[config.mk]
export PLATFORM = sky130hd
export DESIGN_NAME = pipe_ctrl
export DESIGN_NICKNAME = d
export VERILOG_FILES = /design/src/rtl/pipe_ctrl.sv
export SDC_FILE = /design/constraint.sdc
export NUM_CORES = 1
export LEC_CHECK = 0
export ABC_CLOCK_PERIOD_IN_PS = 4100
export BUFFER_PORTS_ARGS = -buffer_cell sky130_fd_sc_hd__buf_2
export CAP_MARGIN = 20
export CELL_PAD_IN_SITES_DETAIL_PLACEMENT = 1
export CELL_PAD_IN_SITES_GLOBAL_PLACEMENT = 1
export CORE_ASPECT_RATIO = 0.6
export CORE_UTILIZATION = 34
export DETAILED_ROUTE_END_ITERATION = 10
export PLACE_DENSITY = 0.82
export SYNTH_ARGS = -nofsm -noshare
export SYNTH_HDL_FRONTEND = slang
export SYNTH_SLANG_ARGS = --single-unit
[constraint.sdc]
create_clock -name clk_in -period 4.1 [get_ports clk_in]
set_input_delay 0.82 -clock clk_in [delete_from_list [all_inputs] [get_ports clk_in]]
set_output_delay 0.82 -clock clk_in [all_outputs]
set_load 0.05 [all_outputs]
[src/rtl/pipe_ctrl.sv]
// Pipeline control: priority stall vector, branch flush and held PC redirect.
// Define PIPE_CTRL_PERF_EN to add the cycle/stall/flush performance counters.
module pipe_ctrl #(
    parameter int CNT_W = 32
) (
    input  logic             clk_in,
    input  logic             rst_in,
    input  logic             rdy_in,
    input  logic             stallreq_if_in,
    input  logic             stallreq_id_in,
    input  logic             stallreq_ex_in,
    input  logic             stallreq_mem_in,
    input  logic             branch_taken_ex_in,
    input  logic [31:0]      branch_target_ex_in,
    output logic [5:0]       stall_out,
    output logic             flush_out,
    output logic             pc_redirect_out,
`ifdef PIPE_CTRL_PERF_EN
    output logic [31:0]      pc_target_out,
    output logic [CNT_W-1:0] cycle_cnt_out,
    output logic [CNT_W-1:0] stall_cnt_out,
    output logic [CNT_W-1:0] flush_cnt_out
`else
    output logic [31:0]      pc_target_out
`endif
);

    typedef enum logic {
        IDLE    = 1'b0,
        PENDING = 1'b1
    } state_t;

    state_t      state_q, state_d;
    logic [31:0] tgt_q, tgt_d;

    logic [5:0]  stall_hi;
    logic        capture;
    logic        pending;
    logic        accept;

    always_comb begin
        // NOTE: every combinational output gets a default first so no path can infer a latch.
        stall_hi        = 6'b000000;
        stall_out       = 6'b000000;
        capture         = 1'b0;
        pending         = 1'b0;
        flush_out       = 1'b0;
        pc_redirect_out = 1'b0;
        pc_target_out   = 32'h0;
        accept          = 1'b0;
        state_d         = state_q;
        tgt_d           = tgt_q;

        // Upper stall bits never depend on the ID request, so capture (which needs bit 3)
        // can be decided first and then used to mask the wrong-path ID hazard.
        if (!rst_in) begin
            if (!rdy_in)              stall_hi = 6'b111111;
            else if (stallreq_mem_in) stall_hi = 6'b011111;
            else if (stallreq_ex_in)  stall_hi = 6'b001111;
        end

        capture   = !rst_in && (state_q == IDLE) && branch_taken_ex_in
                    && !stall_hi[3] && rdy_in;
        pending   = !rst_in && (state_q == PENDING);
        flush_out = capture || pending;

        stall_out = stall_hi;
        if (!rst_in && (stall_hi == 6'b000000)) begin
            if (stallreq_id_in && !flush_out) stall_out = 6'b000111;
            else if (stallreq_if_in)          stall_out = 6'b000011;
        end

        pc_redirect_out = flush_out;
        if (pending)      pc_target_out = tgt_q;
        else if (capture) pc_target_out = branch_target_ex_in;

        accept = flush_out && !stall_out[0];

        if (capture && stall_out[0]) begin
            state_d = PENDING;
            tgt_d   = branch_target_ex_in;
        end else if (pending && accept) begin
            state_d = IDLE;
        end
    end

    // NOTE: sequential state uses non-blocking assignments so all flops update together at the edge.
    always_ff @(posedge clk_in) begin
        if (rst_in) begin
            state_q <= IDLE;
            tgt_q   <= 32'h0;
        end else begin
            state_q <= state_d;
            tgt_q   <= tgt_d;
        end
    end

`ifdef PIPE_CTRL_PERF_EN
    logic [CNT_W-1:0] cycle_cnt_q, cycle_cnt_d;
    logic [CNT_W-1:0] stall_cnt_q, stall_cnt_d;
    logic [CNT_W-1:0] flush_cnt_q, flush_cnt_d;

    always_comb begin
        cycle_cnt_d = cycle_cnt_q;
        stall_cnt_d = stall_cnt_q;
        flush_cnt_d = flush_cnt_q;
        if (rdy_in && !rst_in) begin
            cycle_cnt_d = cycle_cnt_q + CNT_W'(1);
            if (stall_out != 6'b000000) stall_cnt_d = stall_cnt_q + CNT_W'(1);
            if (accept)                 flush_cnt_d = flush_cnt_q + CNT_W'(1);
        end
    end

    always_ff @(posedge clk_in) begin
        if (rst_in) begin
            cycle_cnt_q <= '0;
            stall_cnt_q <= '0;
            flush_cnt_q <= '0;
        end else begin
            cycle_cnt_q <= cycle_cnt_d;
            stall_cnt_q <= stall_cnt_d;
            flush_cnt_q <= flush_cnt_d;
        end
    end

    assign cycle_cnt_out = cycle_cnt_q;
    assign stall_cnt_out = stall_cnt_q;
    assign flush_cnt_out = flush_cnt_q;
`endif

endmodule

== Word-level counts from Yosys, hierarchy flattened ==
Cells that the tools add are included.
Operators by class
  bitwise gates (word level): 1
  reductions and logical operators: 17
  muxes and demuxes: 11
Operators with widths (number)
  $mux W32: 2
  $mux W6: 5
  $logic_and A1 B1 Y1: 10
  $logic_not A6 Y1: 1
  $mux W5: 1
  $logic_not A1 Y1: 4
  $mux W4: 1
  $mux W1: 2
  $reduce_bool A2 Y1: 1
  $logic_or A1 B1 Y1: 1
  $not A1 Y1: 1
Word-level totals
  input port bits: 40
  register bits: 33

== Depth between registers and ports, before layout ==
Gate-level depths: netlist of the first run.
  word-level depth: 17
  mapped depth: 5
  depth with buffers taken out: 3

== Worst setup path after synthesis of the first run ==
No wires, ideal clock.
  kind: input to output
  from: in stallreq_ex_in
  to: out pc_redirect_out
  arrival: 2.255 ns
  path buffers: 2
  stages: 5
  data required time: 3.280 ns
  path slack: 1.025 ns
  cells stage by stage: and4bb_1 > buf_4 > nor2_1 > nor2_1 > buf_4
On the way
  cells in the longest elaborated chain, start to end: 8
RTL lines
  start: declaration: line 11  | input logic stallreq_ex_in,
  $mux W4: line 59  | else if (stallreq_ex_in) stall_hi = 6'b001111;
  $mux W5: line 58  | else if (stallreq_mem_in) stall_hi = 6'b011111;
  $mux W6: line 57  | if (!rdy_in) stall_hi = 6'b111111;
  $mux W6: line 56  | if (!rst_in) begin
  $logic_not A1 Y1: line 63  | && !stall_hi[3] && rdy_in;
  $logic_and A1 B1 Y1 (2 in a row): line 63
  $logic_or A1 B1 Y1: line 65  | flush_out = capture || pending;
  end: declaration: line 17  | output logic pc_redirect_out,
No other way between the ends.

== Final worst setup path of the first run ==
  from: in rst_in
  to: out pc_target_out[13]
On the way
  cells in the longest elaborated chain, start to end: 7
RTL lines
  start: declaration: line 7  | input logic rst_in,
  $logic_not A1 Y1: line 62, 64
  $logic_and A1 B1 Y1 (2 in a row): line 62  | capture = !rst_in && (state_q == IDLE) && branch_taken_ex_in
  $logic_and A1 B1 Y1 (2 in a row): line 63
  $mux W32: line 75  | else if (capture) pc_target_out = branch_target_ex_in;
  $mux W32 (*): line 74  | if (pending) pc_target_out = tgt_q;
  end: declaration: line 24  | output logic [31:0] pc_target_out
Mark *: on every way between the ends. The rest lies on a longest branch, timed or not.

==> flow_metrics.tcl, run 1 <==
set metrics [dict create \
    status "complete, no violations" \
    layout_worst_path_cycle_share_pct 76.9 \
    fp.dieH_um 56.0 \
    netlist_area_um2 1650 \
    cts_tree "yes" \
    final_design_area_no_fill_um2 2150 \
    path_class "in -> out" \
    min_from "tgt_q[0]$_SDFFE_PP0P_" \
    die_w_um 91.9 \
    holdPathStages 2 \
    nNetsFinal 313 \
    setup_tns_ns 0 \
    antenna_found_initial 0 \
    grt_max_degree 35 \
    crit_path_start "rst_in" \
    areaGrowthSynthToFinish_pct 30.4 \
    seq_power_share_pct 44.7 \
    swShare_pct 24.8 \
    core_area_um2 4610 \
    place_area_um2 2040 \
    synthCells 204 \
    min_path_type "reg -> reg" \
    maxSlewHeadroom_pct 57.5 \
    grt_use_met1_pct 27.7 \
    yosysTopAreaCell "dfxtp_1" \
    grt.busiest_layer "met2" \
    rr_worst_depth 4 \
    slowest_delay_ns 0.54 \
    diodes 0 \
    synth_warnings 0 \
    cts_buffer_depth 2 \
    drt_wl_total_um 4930 \
    pwr-share-clk_pct 42.5 \
    finalHoldViolCount 0 \
    synth_area_leaders "dfxtp_1 (40%), a22o_1 (17%), o21ai_1 (9.7%)" \
    cp-start-kind "input port" \
    first_iter_violations 62 \
    die_area_um2 5150 \
    synth-seq-area-share_pct 40.0 \
    r2r_end "tgt_q[5]$_SDFFE_PP0P_" \
    grt_pass1_wl_um 8160 \
    setup-violations-final 0 \
    grt_use_total_pct 20.0 \
    dp_cells 329 \
    root_buffer "clkbuf_8" \
    rsz0062_at_grt "no" \
    rows 19 \
    antenna_left 0 \
    grt_pass1_vias 1720 \
    vias 1744 \
    ff2ff_setup_slack_ns 2.42 \
    yosys.area.top_type_share_pct 40.0 \
    drive_gt1_share_pct 35.0 \
    grt_util_met3_pct 5.46 \
    syn-num-nets 244 \
    p_leak_nw 0.983 \
    cts_setup_buffers 0 \
    fin_util_pct 46.7 \
    cts_buffers 5 \
    synth.distinct_cells 21 \
    report.final.slew_viol_count 0 \
    critPathSlowestCell "nor2b_2" \
    maxCapViolCount 0 \
    finalCriticalPeriod_ns 3.15 \
    gp_congestion 0.805 \
    cp.required_ns 3.28 \
    syn_avg_cell_area_um2 8.09 \
    worstPathCellList "buf_2 -> nor2b_2 -> buf_4 -> a22o_1 -> buf_2" \
    htreeDepth 2 \
    r2r_start "state_q$_SDFFE_PP0P_" \
    crit_top_cell "buf_2" \
    clock_latency_ns 0.28 \
    hold_buffers 0 \
    crit_fanout 18 \
    ios 80 \
    cts_resized 0 \
    crit_arrival_ns 2.33 \
    final_cells 337 \
    max_clock_freq_mhz 317 \
    max_slew.worst_pin.slew_ns 0.634 \
    clk_pin_slew_ns 0.07 \
    vdd_drop_max_uv 143 \
    intPower_mw 0.551 \
    overflow 0 \
    hpwlAfterDp_um 3460 \
    clock-sinks 33 \
    finClkSkew_ns 0.00289 \
    drtPass1Iterations 4 \
    cp-end-kind "primary output" \
    power_density_nw_per_um2 341 \
    comb_power_share_pct 12.8 \
    start_util_pct 35.8 \
    min_delay_worst_endpoint "tgt_q[0]$_SDFFE_PP0P_" \
    via_per_inst 5.18 \
    p_sw_mw 0.182 \
    yosys_register_bits 33 \
    drc 0 \
    port_buffers 79 \
    avgRoutedWirePerCell_um 14.6 \
    grt_use_met2_pct 32.0 \
]
[cell type report]
class,instances,area (um^2)
Sequential cell,33,661
Timing Repair Buffer,85,440
Fill cell,590,2460
Multi-Input combinational cell,145,845
Clock inverter,1,30.0
Inverter,3,11.3
Clock buffer,7,86.3
Tap cell,63,78.8
[cells by family after synthesis]
family,after synthesis,synth area share [%]
AND/OR/NAND/NOR,78,23.0
AO/OA/AOI/OAI,67,27.6
flip-flops,33,40.0
buffers and inverters,26,9.32
[critical path: cells and delay by family]
kind                   cells  cell delay (ns)
AO/OA/AOI/OAI              1             0.18
buffers and inverters      3             0.78
AND/OR/NAND/NOR            1             0.54
[per-layer routing]
metal	wire (um)	up-vias
li1	-	866
met1	2480	811
met2	2130	65
met3	306	2
met4	16	0
met5	0	-
[worst max-delay path by stage]
stage,cells past startpoint,to,slack (ns)
6_report,5,pc_target_out[13],0.95
2_1_floorplan,5,pc_redirect_out,1.02
3_3_place_gp,5,pc_target_out[13],0.94
4_1_cts,5,pc_target_out[13],0.92
5_1_grt,5,pc_target_out[18],0.80
3_5_place_dp,5,pc_target_out[13],0.92
[Yosys cell counts]
| cell type | number |
|---|---|
| a22o_1 | 32 |
| clkbuf_1 | 5 |
| and4bb_1 | 1 |
| or3b_1 | 1 |
| nor3b_2 | 1 |
| nor2_1 | 6 |
| nor2b_1 | 1 |
| a21oi_1 | 3 |
| nand2_1 | 32 |
| buf_2 | 9 |
| inv_2 | 1 |
| nand3_1 | 31 |
| inv_1 | 2 |
| buf_6 | 3 |
| and2_1 | 2 |
| buf_4 | 6 |
| o21ai_1 | 32 |
| nand4_1 | 1 |
| dfxtp_1 | 33 |
| nor3b_4 | 1 |
| nor3_1 | 1 |
[cells in the final DEF, fill, tap and decap left out, drive strengths merged]
master	netlist	layout
buf	18	85
nor2b	1	1
nor3	1	1
bufinv	0	1
and2	2	2
nor2	6	6
a22o	32	32
or3b	1	1
nand3	31	31
nand4	1	1
inv	3	3
dfxtp	33	33
clkbuf	5	7
a21oi	3	3
and4bb	1	1
nor3b	2	2
o21ai	32	32
nand2	32	32
[through the flow]
| stage | worst slack, ns | hold WS (ns) | power, mW |
|---|---|---|---|
| after floorplan | 1.02 | 0.429 | 0.393 |
| after global placement | 0.944 | 0.436 | 0.428 |
| after detailed placement | 0.922 | 0.445 | 0.429 |
| after CTS | 0.923 | 0.454 | 0.742 |
| after global routing | 0.801 | 0.469 | 0.770 |
| final | 0.948 | 0.452 | 0.733 |
[flip-flops by register name, summed over array words and instances (netlist names)]
signal	cells
tgt_q	32
state_q	1
[power groups by stage]
stage	Sequential [mW]	Clock, mW	Combinational (mW)
after floorplan	0.334	0	0.0587
after global placement	0.335	0	0.0935
after detailed placement	0.335	0	0.0943
after CTS	0.328	0.320	0.0947
after global routing	0.328	0.340	0.102
final	0.328	0.312	0.0937
No activity file was read; power rests on OpenSTA's default activity.
==> run 2: changes to the inputs <==
- ABC_CLOCK_PERIOD_IN_PS: 4100 -> 2600
- CORE_UTILIZATION: 34 -> 29
- PLACE_DENSITY: 0.82 -> 0.74
- clock period: 4.1 -> 2.6 ns (I/O delays scaled with it)
==> flow_metrics.tcl, run 2 (synthesized netlist as in run 1, its figures left out) <==
set metrics [dict create \
    cts_tree "yes" \
    max_clock_freq_mhz 420 \
    ff2ff_setup_slack_ns 1.31 \
    max_slew.worst_pin.slew_ns 0.356 \
    rr_worst_depth 4 \
    maxCapViolCount 0 \
    cts_buffer_depth 2 \
    setup_tns_ns 0 \
    clock-sinks 33 \
    clock_latency_ns 0.29 \
    hold_buffers 0 \
    drtPass1Iterations 4 \
    start_util_pct 31.4 \
    antenna_found_initial 0 \
    crit_path_end "pc_target_out[5]" \
    crit_arrival_ns 1.86 \
    vias 1799 \
    finalHoldViolCount 0 \
    layout_worst_path_cycle_share_pct 91.7 \
    htreeDepth 2 \
    avgRoutedWirePerCell_um 15.4 \
    status "complete, no violations" \
    crit_fanout 16 \
    nNetsFinal 316 \
    antenna_left 0 \
    first_iter_violations 80 \
    hpwlAfterDp_um 3680 \
    crit_path_start "stallreq_ex_in" \
    highest_layer "met4" \
    path_class "in -> out" \
    fp.dieH_um 60.4 \
    root_buffer "clkbuf_8" \
    finClkSkew_ns 0.00450 \
    ios 80 \
    grt_pass1_wl_um 8430 \
    fin_util_pct 40.8 \
    min_path_type "reg -> reg" \
    rows 20 \
    grt_max_degree 34 \
    overflow 0 \
    nFillCells 675 \
    largest_reg_flops 32 \
    finalCriticalPeriod_ns 2.38 \
    top_register "tgt_q" \
    setup-violations-final 0 \
    maxSlewHeadroom_pct 76.3 \
    clk_pin_slew_ns 0.06 \
    areaGrowthSynthToFinish_pct 29.8 \
    p_leak_nw 0.980 \
    gp_congestion 0.775 \
    cts_buffers 5 \
    r2r_end "tgt_q[29]$_SDFFE_PP0P_" \
    cts_resized 0 \
    die_area_um2 6010 \
    cp-end-kind "primary output" \
    grt_use_total_pct 18.3 \
    vdd_drop_max_uv 243 \
    drc 0 \
    via_per_inst 5.24 \
    drt_wl_total_um 5270 \
    r2r_start "state_q$_SDFFE_PP0P_" \
    cts_setup_buffers 0 \
    grt_pass1_vias 1669 \
    drive_gt1_share_pct 35.0 \
    final_common_cell "buf_2" \
    core_area_um2 5260 \
    cp-start-kind "input port" \
    diodes 0 \
    most-common-layout-cells "buf_2 (79), dfxtp_1 (33), a22o_1 (32), nand2_1 (32), o21ai_1 (32)" \
    biggestRegsByFlops "tgt_q x32, state_q x1" \
    report.final.slew_viol_count 0 \
    wl_met1_um 2620 \
    met2_length_um 2250 \
    rsz0062_at_grt "no" \
    die_w_um 99.4 \
    port_buffers 79 \
    power_density_nw_per_um2 489 \
    wl_met3_um 348 \
    cp.required_ns 2.08 \
]
run 2: cell types whose count changed in the layout (fill, tap and decap cells not counted), sizes merged:
cell / previous run / this run
buf: 85 / 88
bufinv: 1 / 0
clkbuf: 7 / 8
run 2: cell type report:
cell class	instances	area (um^2)	area share (%)
inverters	3	11.3	0.526
well taps	66	82.6	3.86
repair buffers	88	463	21.6
clock buffers	8	80.1	3.74
flip-flops and latches	33	661	30.8
multi-input cells	145	845	39.4
run 2: through the flow:
step | setup slack, ns | std cells | area, um^2 | hold slack (ns) | power (mW)
2_1_floorplan | 0.125 | 204 | 1650 | 0.429 | 0.619
3_3_place_gp | 0.268 | 335 | 2060 | 0.436 | 0.678
3_5_place_dp | 0.218 | 335 | 2060 | 0.443 | 0.679
4_1_cts | 0.210 | 343 | 2140 | 0.454 | 1.06
5_1_grt | 0.133 | 343 | 2140 | 0.466 | 1.10
6_report | 0.217 | 343 | 2140 | 0.451 | 1.05
run 2: worst min path at each step:
stage                                 startpoint                endpoint  cells after the start
after CTS                 tgt_q[12]$_SDFFE_PP0P_  tgt_q[12]$_SDFFE_PP0P_                      2
after global routing      branch_target_ex_in[7]   tgt_q[7]$_SDFFE_PP0P_                      3
final                     tgt_q[12]$_SDFFE_PP0P_  tgt_q[12]$_SDFFE_PP0P_                      2
after detailed placement  tgt_q[12]$_SDFFE_PP0P_  tgt_q[12]$_SDFFE_PP0P_                      2
after global placement    tgt_q[31]$_SDFFE_PP0P_  tgt_q[31]$_SDFFE_PP0P_                      2
after floorplan            tgt_q[0]$_SDFFE_PP0P_   tgt_q[0]$_SDFFE_PP0P_                      2
run 2: where the power goes:
group | total [mW] | switching [mW] | internal, mW
clock network | 0.380 | 0.190 | 0.190
registers | 0.517 | 0.00510 | 0.512
logic | 0.150 | 0.104 | 0.0462
run 2: critical path, stage by stage:
cell and delay [ns]:
buf_2 0.10, and4bb_1 0.32, nor3b_4 0.21, buf_4 0.25, a22o_1 0.18, buf_2 0.27
run 2: layer usage:
layer  up-vias  GRT usage, %
met4         0          5.67
li1        871             -
met1       860          24.4
met2        62          29.7
met3         6          4.72
met5         -             0
==> run 3: changes to the inputs <==
- CORE_ASPECT_RATIO: 0.6 -> 1.2
==> flow_metrics.tcl, run 3 (synthesized netlist as in run 1, its figures left out) <==
set metrics [dict create \
    min_from "tgt_q[20]$_SDFFE_PP0P_" \
    drtPass1Iterations 9 \
    cp.required_ns 2.08 \
    antenna_left 0 \
    report.final.slew_viol_count 0 \
    worstPathCellList "buf_2 -> and4bb_1 -> nor3b_4 -> buf_4 -> a22o_1 -> buf_2" \
    r2r_start "state_q$_SDFFE_PP0P_" \
    path_class "in -> out" \
    setup_tns_ns 0 \
    cts_buffers 5 \
    status "finished, violations left" \
    first_iter_violations 76 \
    hpwlAfterDp_um 3350 \
    rows 29 \
    cts_resized 0 \
    grt_pass1_vias 1742 \
    cp-start-kind "input port" \
    die_area_um2 6000 \
    fp.dieH_um 84.6 \
    top_register "tgt_q" \
    vias 1742 \
    hold_buffers 0 \
    max_clock_freq_mhz 430 \
    via_per_inst 5.14 \
    power.total_mw 1.03 \
    min_path_type "reg -> reg" \
    crit_top_cell "buf_2" \
    nFillCells 711 \
    crit_path_start "stallreq_ex_in" \
    maxSlewHeadroom_pct 76.8 \
    p_leak_nw 0.985 \
    most-common-layout-cells "buf_2 (79), dfxtp_1 (33), a22o_1 (32), nand2_1 (32), o21ai_1 (32)" \
    final_common_cell "buf_2" \
    die_w_um 70.9 \
    slowest_delay_ns 0.30 \
    drt_wl_total_um 4750 \
    ios 80 \
    antenna_found_initial 0 \
    htreeDepth 2 \
    layout_worst_path_cycle_share_pct 89.3 \
    crit_fanout 15 \
    cp-end-kind "primary output" \
    nNetsFinal 316 \
    finClkSkew_ns 0.00568 \
    drc 6 \
    grt_pass1_wl_um 7870 \
    power_density_nw_per_um2 483 \
    root_buffer "clkbuf_8" \
    rsz0062_at_grt "no" \
    areaGrowthSynthToFinish_pct 29.6 \
    cts_setup_buffers 0 \
    start_util_pct 30.7 \
    clock-sinks 33 \
    overflow 0 \
    cts_tree "yes" \
    critPathSlowestCell "and4bb_1" \
    gp_congestion 0.705 \
    grt_max_degree 34 \
    vdd_drop_max_uv 188 \
    biggestRegsByFlops "tgt_q x32, state_q x1" \
    finalHoldViolCount 0 \
    core_area_um2 5370 \
    violations "DRC" \
    clock_latency_ns 0.28 \
    crit_arrival_ns 1.80 \
    grt_use_total_pct 16.3 \
    maxCapViolCount 0 \
    port_buffers 79 \
    diodes 0 \
    drive_gt1_share_pct 35.7 \
    clk_pin_slew_ns 0.06 \
    avgRoutedWirePerCell_um 14.0 \
    max_slew.worst_pin.slew_ns 0.349 \
    setup-violations-final 0 \
    largest_reg_flops 32 \
    cts_buffer_depth 2 \
    finalCriticalPeriod_ns 2.32 \
]
-- run 3: layout make-up --
cell class	instances	area, um^2	share of cell area (%)
well taps	62	77.6	3.63
inverters	3	11.3	0.526
multi-input cells	145	845	39.5
clock buffers	6	72.6	3.39
flip-flops and latches	33	661	30.9
clock inverters	2	10.0	0.468
repair buffers	88	463	21.6
-- run 3: metal layers --
layer  wire, um  track usage (%)
met5          0                0
met4         55             6.36
met3        216             2.40
met2       2440             30.0
met1       2040             18.6
-- run 3: report_power, final --
group	switching [mW]	leakage (nW)	internal, mW
Sequential	0.00441	0.266	0.512
Clock	0.182	0.0450	0.185
Combinational	0.102	0.673	0.0468
Total	0.288	0.985	0.744
-- run 3: path summary, 6_finish.rpt --
path                                 end  slack [ns]  cells after the start
setup / recovery        pc_target_out[2]        0.28                      6
hold / removal    tgt_q[20]$_SDFFE_PP0P_        0.45                      2
setup reg to reg  tgt_q[12]$_SDFFE_PP0P_        1.15                      5
hold reg to reg   tgt_q[20]$_SDFFE_PP0P_        0.45                      2
-- run 3: worst max-delay path: cells and delay by family --
family                 cells  cell delay (ns)
and+or+nand+nor            2             0.50
buffers and inverters      3             0.60
AOI/OAI and AO/OA          1             0.18
-- run 3: through the flow --
stage | hold slack [ns] | setup WS [ns] | utilization, % | cell area (um^2) | instances
floorplan | 0.429 | 0.125 | - | 1650 | 204
global placement | 0.436 | 0.274 | 38.3 | 2060 | 331
detailed placement | 0.443 | 0.253 | 38.3 | 2060 | 331
CTS | 0.455 | 0.253 | 39.8 | 2140 | 339
global route | 0.470 | 0.202 | 39.8 | 2140 | 339
finish | 0.451 | 0.277 | 39.8 | 2140 | 339
